## src/rtl/matmul_load_sequencer.sv

```systemverilog
// Host-side sequencer that frames one matrix-multiply job onto the loader's serial byte port:
// four dimension beats, the element stream, one end beat, then waits for the multiplier.
module matmul_load_sequencer #(
    parameter int unsigned DATA_W  = 8,
    parameter int unsigned MAX_DIM = 4,
    parameter int unsigned TIMEOUT = 255
) (
    input  logic              CLK,
    input  logic              RST_N,
    input  logic              job_valid,
    output logic              job_ready,
    input  logic [DATA_W-1:0] r1,
    input  logic [DATA_W-1:0] c1,
    input  logic [DATA_W-1:0] r2,
    input  logic [DATA_W-1:0] c2,
    input  logic              elem_valid,
    output logic              elem_ready,
    input  logic [DATA_W-1:0] elem_data,
    input  logic              mult_done,
    input  logic              abort,
    output logic [1:0]        ctrl_logic,
    output logic [DATA_W-1:0] data_send,
    output logic              busy,
    output logic              err,
    output logic              timeout,
    output logic [15:0]       jobs_done
);

    localparam int unsigned REM_W = DATA_W + 1;
    localparam logic [15:0] TIMEOUT_W = 16'(TIMEOUT);

    localparam logic [1:0] CTRL_ELEM = 2'd0;
    localparam logic [1:0] CTRL_DIM  = 2'd1;
    localparam logic [1:0] CTRL_END  = 2'd2;
    localparam logic [1:0] CTRL_IDLE = 2'd3;

    typedef enum logic [2:0] {
        StIdle,
        StDims,
        StData,
        StEnd,
        StWait
    } state_e;

    state_e              state_q;
    logic [DATA_W-1:0]   r1_q;
    logic [DATA_W-1:0]   c1_q;
    logic [DATA_W-1:0]   r2_q;
    logic [DATA_W-1:0]   c2_q;
    logic [1:0]          dim_idx_q;
    logic [REM_W-1:0]    remaining_q;
    logic [15:0]         wait_cnt_q;

    logic                job_fire;
    logic                elem_fire;
    logic                dims_legal;
    logic                wait_hit;
    logic [DATA_W-1:0]   dim_sel;
    logic [2*DATA_W-1:0] prod_a;
    logic [2*DATA_W-1:0] prod_b;
    logic [REM_W-1:0]    rem_load;

    function automatic logic dim_ok(input logic [DATA_W-1:0] d);
        return (d != '0) && (32'(d) <= MAX_DIM);
    endfunction

    assign job_ready  = (state_q == StIdle) && !abort;
    assign elem_ready = (state_q == StData) && (remaining_q != '0) && !abort;
    assign busy       = (state_q != StIdle);

    assign job_fire   = job_valid && job_ready;
    assign elem_fire  = elem_valid && elem_ready;
    assign dims_legal = dim_ok(r1) && dim_ok(c1) && dim_ok(r2) && dim_ok(c2) && (c1 == r2);

    // Dimensions are bounded by MAX_DIM, so the element count fits in DATA_W+1 bits.
    assign prod_a   = r1_q * c1_q;
    assign prod_b   = r2_q * c2_q;
    assign rem_load = prod_a[REM_W-1:0] + prod_b[REM_W-1:0];

    assign wait_hit = (wait_cnt_q + 16'd1) == TIMEOUT_W;

    always_comb begin
        dim_sel = r1_q;
        unique case (dim_idx_q)
            2'd0: dim_sel = r1_q;
            2'd1: dim_sel = c1_q;
            2'd2: dim_sel = r2_q;
            2'd3: dim_sel = c2_q;
        endcase
    end

    always_ff @(posedge CLK or negedge RST_N) begin
        if (!RST_N) begin
            state_q     <= StIdle;
            r1_q        <= '0;
            c1_q        <= '0;
            r2_q        <= '0;
            c2_q        <= '0;
            dim_idx_q   <= '0;
            remaining_q <= '0;
            wait_cnt_q  <= '0;
            ctrl_logic  <= CTRL_IDLE;
            data_send   <= '0;
            err         <= 1'b0;
            timeout     <= 1'b0;
            jobs_done   <= '0;
        end else begin
            ctrl_logic <= CTRL_IDLE;
            data_send  <= '0;
            err        <= 1'b0;
            timeout    <= 1'b0;

            unique case (state_q)
                StIdle: begin
                    if (job_fire) begin
                        r1_q <= r1;
                        c1_q <= c1;
                        r2_q <= r2;
                        c2_q <= c2;
                        if (dims_legal) begin
                            state_q   <= StDims;
                            dim_idx_q <= '0;
                        end else begin
                            err <= 1'b1;
                        end
                    end
                end

                StDims: begin
                    if (abort) begin
                        ctrl_logic <= CTRL_END;
                        state_q    <= StIdle;
                    end else begin
                        ctrl_logic <= CTRL_DIM;
                        data_send  <= dim_sel;
                        dim_idx_q  <= dim_idx_q + 2'd1;
                        if (dim_idx_q == 2'd3) begin
                            state_q     <= StData;
                            remaining_q <= rem_load;
                        end
                    end
                end

                StData: begin
                    if (abort) begin
                        // Close the loader frame so it does not wait for missing elements.
                        ctrl_logic <= CTRL_END;
                        state_q    <= StIdle;
                    end else if (elem_fire) begin
                        ctrl_logic  <= CTRL_ELEM;
                        data_send   <= elem_data;
                        remaining_q <= remaining_q - REM_W'(1);
                        if (remaining_q == REM_W'(1)) begin
                            state_q <= StEnd;
                        end
                    end
                end

                StEnd: begin
                    ctrl_logic <= CTRL_END;
                    wait_cnt_q <= '0;
                    state_q    <= abort ? StIdle : StWait;
                end

                StWait: begin
                    if (abort) begin
                        state_q <= StIdle;
                    end else if (mult_done) begin
                        // Completion takes priority over a timeout landing in the same cycle.
                        state_q   <= StIdle;
                        jobs_done <= jobs_done + 16'd1;
                    end else if (wait_hit) begin
                        timeout <= 1'b1;
                        state_q <= StIdle;
                    end else begin
                        wait_cnt_q <= wait_cnt_q + 16'd1;
                    end
                end

                default: state_q <= StIdle;
            endcase
        end
    end

endmodule
```

## config.mk

```make
export PLATFORM = sky130hd
export DESIGN_NAME = matmul_load_sequencer
export DESIGN_NICKNAME = d
export VERILOG_FILES = /design/src/rtl/matmul_load_sequencer.sv
export SDC_FILE = /design/constraint.sdc
export NUM_CORES = 1
export LEC_CHECK = 0
export CORE_ASPECT_RATIO = 0.8
export CORE_MARGIN = 1
export CORE_UTILIZATION = 52
export CTS_CLUSTER_SIZE = 12
export DETAILED_ROUTE_END_ITERATION = 7
export PLACE_DENSITY = 0.8
export REMOVE_ABC_BUFFERS = 1
export SLEW_MARGIN = 20
export SYNTH_ARGS = -nofsm -noshare
export SYNTH_HDL_FRONTEND = slang
export SYNTH_SLANG_ARGS = --single-unit
```

## constraint.sdc

```tcl
create_clock -name CLK -period 7.5 [get_ports CLK]
set_clock_uncertainty 0.15 [all_clocks]
set_input_delay 1.5 -clock CLK [delete_from_list [all_inputs] [get_ports CLK]]
set_output_delay 1.5 -clock CLK [all_outputs]
set_load 0.005 [all_outputs]
```

=== Yosys cells after proc, flatten, opt, wreduce, memory -nomap -nowiden ===
Index checks and enable logic that the tools add are counted.

* Bits in registers: 90
* Input port bits: 46
* Output and inout bits: 31
* Logic and storage cells: 120

* Reductions and logical operators: 31
* Eq/ne operators: 23
* Multiplexer cells: 41
* Add/sub/neg operators: 5
* Multipliers: 2
* $lt $le $gt $ge: 4
* Bitwise operators: 1

{| class="wikitable"
|+ Operators with widths
! operator !! number
|-
| 16-bit two-way mux || 3
|-
| 9-bit two-way mux || 4
|-
| 3-bit two-way mux || 11
|-
| 16-bit by 1-bit adder with 16-bit output, second input constant || 2
|-
| 8-bit by 3-bit less-or-equal comparator with 1-bit output, second input constant || 4
|-
| 16-bit case mux with 2 select lines || 1
|-
| 8-bit case mux with 4 select lines || 1
|-
| 8-bit nonzero test || 4
|-
| 8-bit two-way mux || 3
|-
| 8-bit by 8-bit multiplier with 9-bit output || 2
|-
| 2-bit != test, second input constant || 9
|-
| 9-bit case mux with 2 select lines || 1
|-
| 16-bit by 8-bit equality test with 1-bit output, second input constant || 1
|-
| 8-bit case mux with 2 select lines || 1
|-
| 3-bit case mux with 5 select lines || 1
|-
| 1-bit logical AND || 13
|-
| 2-bit two-way mux || 6
|-
| 9-bit adder || 1
|-
| 9-bit by 1-bit equality test with 1-bit output, second input constant || 1
|-
| 9-bit nonzero test || 1
|-
| 9-bit by 1-bit subtractor with 9-bit output, second input constant || 1
|-
| 8-bit equality test || 1
|-
| 4-bit AND reduction || 2
|-
| 1-bit two-way mux || 7
|-
| other kinds (21) || 26
|}

=== Longest topological paths before layout ===
* Depth in word-level cells: 9
* Mapped depth: 21
* Mapped depth without buffers: 20

=== Least setup slack after synthesis ===
OpenSTA, ideal clock, no wires.

* Path kind: reg2reg
* Start point: reg r1_q[0]
* End point: reg remaining_q[8]
* Buffers on the path: 1
* Data required time: 7.224 ns
* Period minus slack after synthesis: 5.450 ns
* Setup slack: 2.050 ns
* Library setup time: 0.126 ns
* Stages on the path, launching flop included: 20
* Arrival time: 5.174 ns
* Cell sequence: dfrtp_1 clkbuf_1 nand2_1 fa_1 fa_1 fa_1 inv_1 fa_1 fa_1 inv_1 fa_1 inv_1 ha_1 o21ai_0 o21bai_1 a21oi_1 xnor3_1 xnor3_1 o22ai_1 a21oi_1

* Cells in the longest elaborated chain, start to end: 5

{| class="wikitable"
|+ Ends and longest elaborated chain
! element !! RTL line !! source
|-
| from (decl) || 46 || <nowiki>logic [DATA_W-1:0] r1_q;</nowiki>
|-
| from (signal assigned) || 116 || <nowiki>r1_q <= r1;</nowiki>
|-
| 8-bit by 8-bit multiplier with 9-bit output || 76 || <nowiki>assign prod_a = r1_q * c1_q;</nowiki>
|-
| 9-bit adder || 78 || <nowiki>assign rem_load = prod_a[REM_W-1:0] + prod_b[REM_W-1:0];</nowiki>
|-
| 9-bit two-way mux || 137 || <nowiki>if (dim_idx_q == 2'd3) begin</nowiki>
|-
| 9-bit two-way mux || 130 || <nowiki>if (abort) begin</nowiki>
|-
| 9-bit case mux with 2 select lines || 113 || <nowiki>unique case (state_q)</nowiki>
|-
| to (signal assigned) || 139 || <nowiki>remaining_q <= rem_load;</nowiki>
|-
| to (signal assigned) || 152 || <nowiki>remaining_q <= remaining_q - REM_W'(1);</nowiki>
|-
| to (decl) || 51 || <nowiki>logic [REM_W-1:0] remaining_q;</nowiki>
|}

Every way passes these cells. The select of a mux whose other input is x is not followed.
A chain may end at the register's enable or synchronous reset.

=== Final worst setup path ===
* Start point: reg c2_q[0]
* End point: reg remaining_q[8]

* Cells in the longest elaborated chain, start to end: 5

{| class="wikitable"
|+ Ends and longest elaborated chain
! element !! RTL line !! source
|-
| from (decl) || 49 || <nowiki>logic [DATA_W-1:0] c2_q;</nowiki>
|-
| from (signal assigned) || 98 || <nowiki>c2_q <= '0;</nowiki>
|-
| from (signal assigned) || 119 || <nowiki>c2_q <= c2;</nowiki>
|-
| 8-bit by 8-bit multiplier with 9-bit output || 77 || <nowiki>assign prod_b = r2_q * c2_q;</nowiki>
|-
| 9-bit adder || 78 ||
|-
| 9-bit two-way mux || 137 ||
|-
| 9-bit two-way mux || 130 ||
|-
| 9-bit case mux with 2 select lines || 113 ||
|}

Every way passes these cells. The select of a mux whose other input is x is not followed.

==> run summary <==
• switching part of the total power: 0.4385
• leakage power of the design: 3.720 nW
• sum of net half-perimeters after detailed placement: 13.15 mm
• Port Buffer Count: 76
• net load switching power: 1.437 mW
• proportion of register bits with asynchronous set or reset after synthesis: 1.000
• worst vdd rail ir drop: 0.5044 mV
• vias per cell: 5.824
• initial DRC count: 605
• number of endpoints with negative hold slack in the final report: 0
• startpoint class of the critical path: register
• count of synthesis-stage warnings from yosys: 0
• antenna violations before repair: 0
• start point of the worst min-delay path: jobs_done[15]
• routed via count: 5684
• most common cell after layout, fill and taps aside: nand2_1
• cell count after synthesis: 748
• startpoint of the most critical register-to-register path: c2_q[0]
• dominant combinational cell family by area after synthesis: adder cells
• final antenna diode count: 0
• global-route wire length before repair: 28.99 mm
• CTS root buffer: clkbuf_16
• crit-path max FO: 10
• # DRC: 0
• global-route track usage on met2: 0.4229
• internal power: 1.840 mW
• Compound-Gate Fraction of Synth Area: 0.1013
• CP endpoint kind: register
• Post-Synthesis Mean Instance Area: 9.411 µm²
• row cnt: 37
• outcome: complete, no violations
• I/O pin count: 77
• post-synthesis cell area: 7039 µm²
• worst path arrival time: 5.94 ns
• # nets final: 932
• largest net degree at the start of global routing: 65
• clock edge transition at the registers on the reported setup and hold paths: 0.07 ns
• number of failing setup endpoints in the final timing report: 0
• clock network power share: 0.140
• post_cts resized: 0
• number of synthesized flops with an enable pin: 0
• cts hold-fix bufs: 0
• number of max-capacitance violations reported: 0
• number of stages on the worst hold path: 1
• Die Width: 132.1 µm
• power density relative to cell area: 402.2 nW/µm²
• aggregate negative setup slack: 0 ns
• number of cells on the worst reg-to-reg path: 19
• post-synthesis share of cell area spent on full adders, half adders and majority gates: 0.2080
• met1 capacity usage during global routing: 0.3615
• most used routing layer in global routing: met2
• total power consumption of the routed design: 3.277 mW
• worst-path cell with the longest stage delay: fa_1
• Comb power frac: 0.675
• flop-to-flop setup slack: 1.65 ns
• hold endpoint: jobs_done[15]
• CP Data Required Time: 7.59 ns
• buffer levels on the longest clock path: 2
• sequential-to-total area share from yosys stat: 0.3203
• overall die height: 106.1 µm
• first-pass iteration count of the detailed router: 7
• Clk Latency, worst-skew pair: 0.36 ns
• share of synthesized area spent on multiplexers: 0.05244
• Placeable Area: 13010 µm²
• final hold slack: 0.3372 ns
• highest achievable clock rate: 170.8 MHz
• post-DR wirelength/cell: 17.82 µm
• flip-flop and latch count after synthesis: 90
• number of distinct library cells after synthesis: 62
• worst min-delay path category: reg2reg
• fraction of power consumed by sequential logic: 0.186
• layout overhead on the synthesized area: 15.77%
• GRT Total Usage: 0.2644
• predominant post-synthesis flop cell: dfrtp_1
• Critical Path Max Stage Delay: 0.55 ns
• final estimated routing congestion in global placement: 0.9124
• number of global-route vias before repair: 5781
• H-tree lvl count: 3
• max-slew violations: 0
• part of the cycle the worst path needs: 0.7806
• number of sinks driven by the clock tree: 90
• buffers plus inverters on the worst setup path: 4
• Post-Route WL: 17.39 mm
• sum of overflow across all layers after global routing: 0
• destination of the worst register-to-register timing path: remaining_q[8]
• category of the most critical setup path: reg2reg
• fraction of layout instances using a drive strength above 1: 0.08365
• starting utilization of the core area: 0.5411
• headroom to the max-slew limit: 0.4489
• total setup buffers inserted after CTS: 0
• slew at the pin closest to its max-slew limit: 0.8266 ns
• total clock buffers created by CTS: 9
• setup repair after global routing missed its margin: no
• met3 demand-to-capacity share in global routing: 0.04721
• CTS tree: built
• cell family contributing the most delay on the critical path: adder cells
• antenna viol nets, final: 0
• simple-gate share of the synthesized area: 0.1863
• cell-by-cell listing of the critical path: and2_1, ha_1, inv_1, fa_1, fa_1, inv_1, fa_1, fa_1, inv_1, fa_1, inv_1, ha_1, a211oi_1, o21bai_1, a21oi_1, xnor3_1, xnor3_1, o22ai_1, a21oi_1
• library cell appearing most often on the critical path: fa_1
• full die area: 14010 µm²
• commonest non-fill, non-tap cells in the layout: nand2_1, dfrtp_1, clkdlybuf4s50_1
• Tmin final: 5.855 ns
• xor and xnor fraction of the mapped netlist area: 0.06612
## cells in the mapped netlist (3+ instances only)
cell	count	area, µm²
inv_1	72	270.3
dfrtp_1	88	2202
xor2_1	12	105.1
fa_1	45	900.9
a21oi_1	22	110.1
mux2_2	31	349.1
ha_1	45	563.0
buf_1	3	11.26
clkbuf_1	30	112.6
nor3_1	10	50.05
o211ai_1	3	22.52
xnor2_1	36	315.3
nor3b_1	4	30.03
o22ai_1	3	18.77
a222oi_1	8	80.08
and2_1	33	206.5
a21o_1	8	60.06
a211o_1	7	61.31
or4_1	3	22.52
nand3_1	26	130.1
and3_1	6	37.54
nor2_1	40	150.1
o21ai_0	30	150.1
a211oi_1	4	30.03
nand4_1	11	68.82
or2_2	3	18.77
nand2_1	95	356.6
a22o_1	4	35.03
or3_1	3	18.77
buf_2	6	30.03
nor4_1	11	68.82
nor2b_1	3	18.77
## flip-flops by register name, indices dropped and copies added, names as in the netlist
signal and flops:
remaining_q 9, dim_idx_q 2, c1_q 8, wait_cnt_q 16
timeout 1, err 1, data_send 8, jobs_done 16
c2_q 8, state_q 3, r2_q 8, r1_q 8
ctrl_logic 2
## cell type report
| cell class | count | area, µm² |
|---|---|---|
| timing repair buffer | 80 | 788.3 |
| inverter | 72 | 270.3 |
| fill | 1006 | 4860 |
| clock inverter | 7 | 68.82 |
| clock buffer | 9 | 225.2 |
| sequential | 90 | 2255 |
| multi-input combinational | 543 | 4323 |
| tap | 175 | 219.0 |
## how the worst max path moves through the flow
stage	from	end	slack, ns	cells after the start
2_1_floorplan	r1_q[0]	remaining_q[8]	2.12	18
3_3_place_gp	r1_q[3]	remaining_q[8]	1.96	18
3_5_place_dp	c2_q[0]	remaining_q[8]	1.75	19
4_1_cts	c2_q[0]	remaining_q[8]	1.64	19
5_1_grt	r2_q[0]	remaining_q[8]	1.38	18
6_report	c2_q[0]	remaining_q[8]	1.65	19
## power groups by stage
stage                     registers (mW)  logic, mW  clock network (mW)
final                              0.608       2.21               0.458
after global routing               0.613       2.48               0.484
after CTS                          0.603       2.21               0.466
after detailed placement           0.611       2.17                   0
after global placement             0.608       2.05                   0
after floorplan                    0.579       1.72                   0
## per-stage QoR
step                      area, µm²  setup slack, ns  instances  utilization
after floorplan                6848            2.117        705            -
after global placement         7855            1.956        960       0.6038
after detailed placement       7855            1.745        960       0.6038
after CTS                      8149            1.642        976       0.6264
after global routing           8149            1.384        976       0.6264
final                          8149            1.645        976       0.6264
## metal layers
metal | vias to the layer above | share of wire
met1 | 2778 | 0.44
li1 | 2606 | -
met4 | 0 | 0.022
met5 | - | 0
met2 | 265 | 0.46
met3 | 35 | 0.077
## cells by family after synthesis
family | after synthesis
adder cells (fa/ha/maj) | 90
AO/OA/AOI/OAI | 107
XOR/XNOR | 50
flip-flops | 90
AND/OR/NAND/NOR | 263
buffers and inverters | 115
multiplexers | 33
No activity file was read; power rests on OpenSTA's default activity.
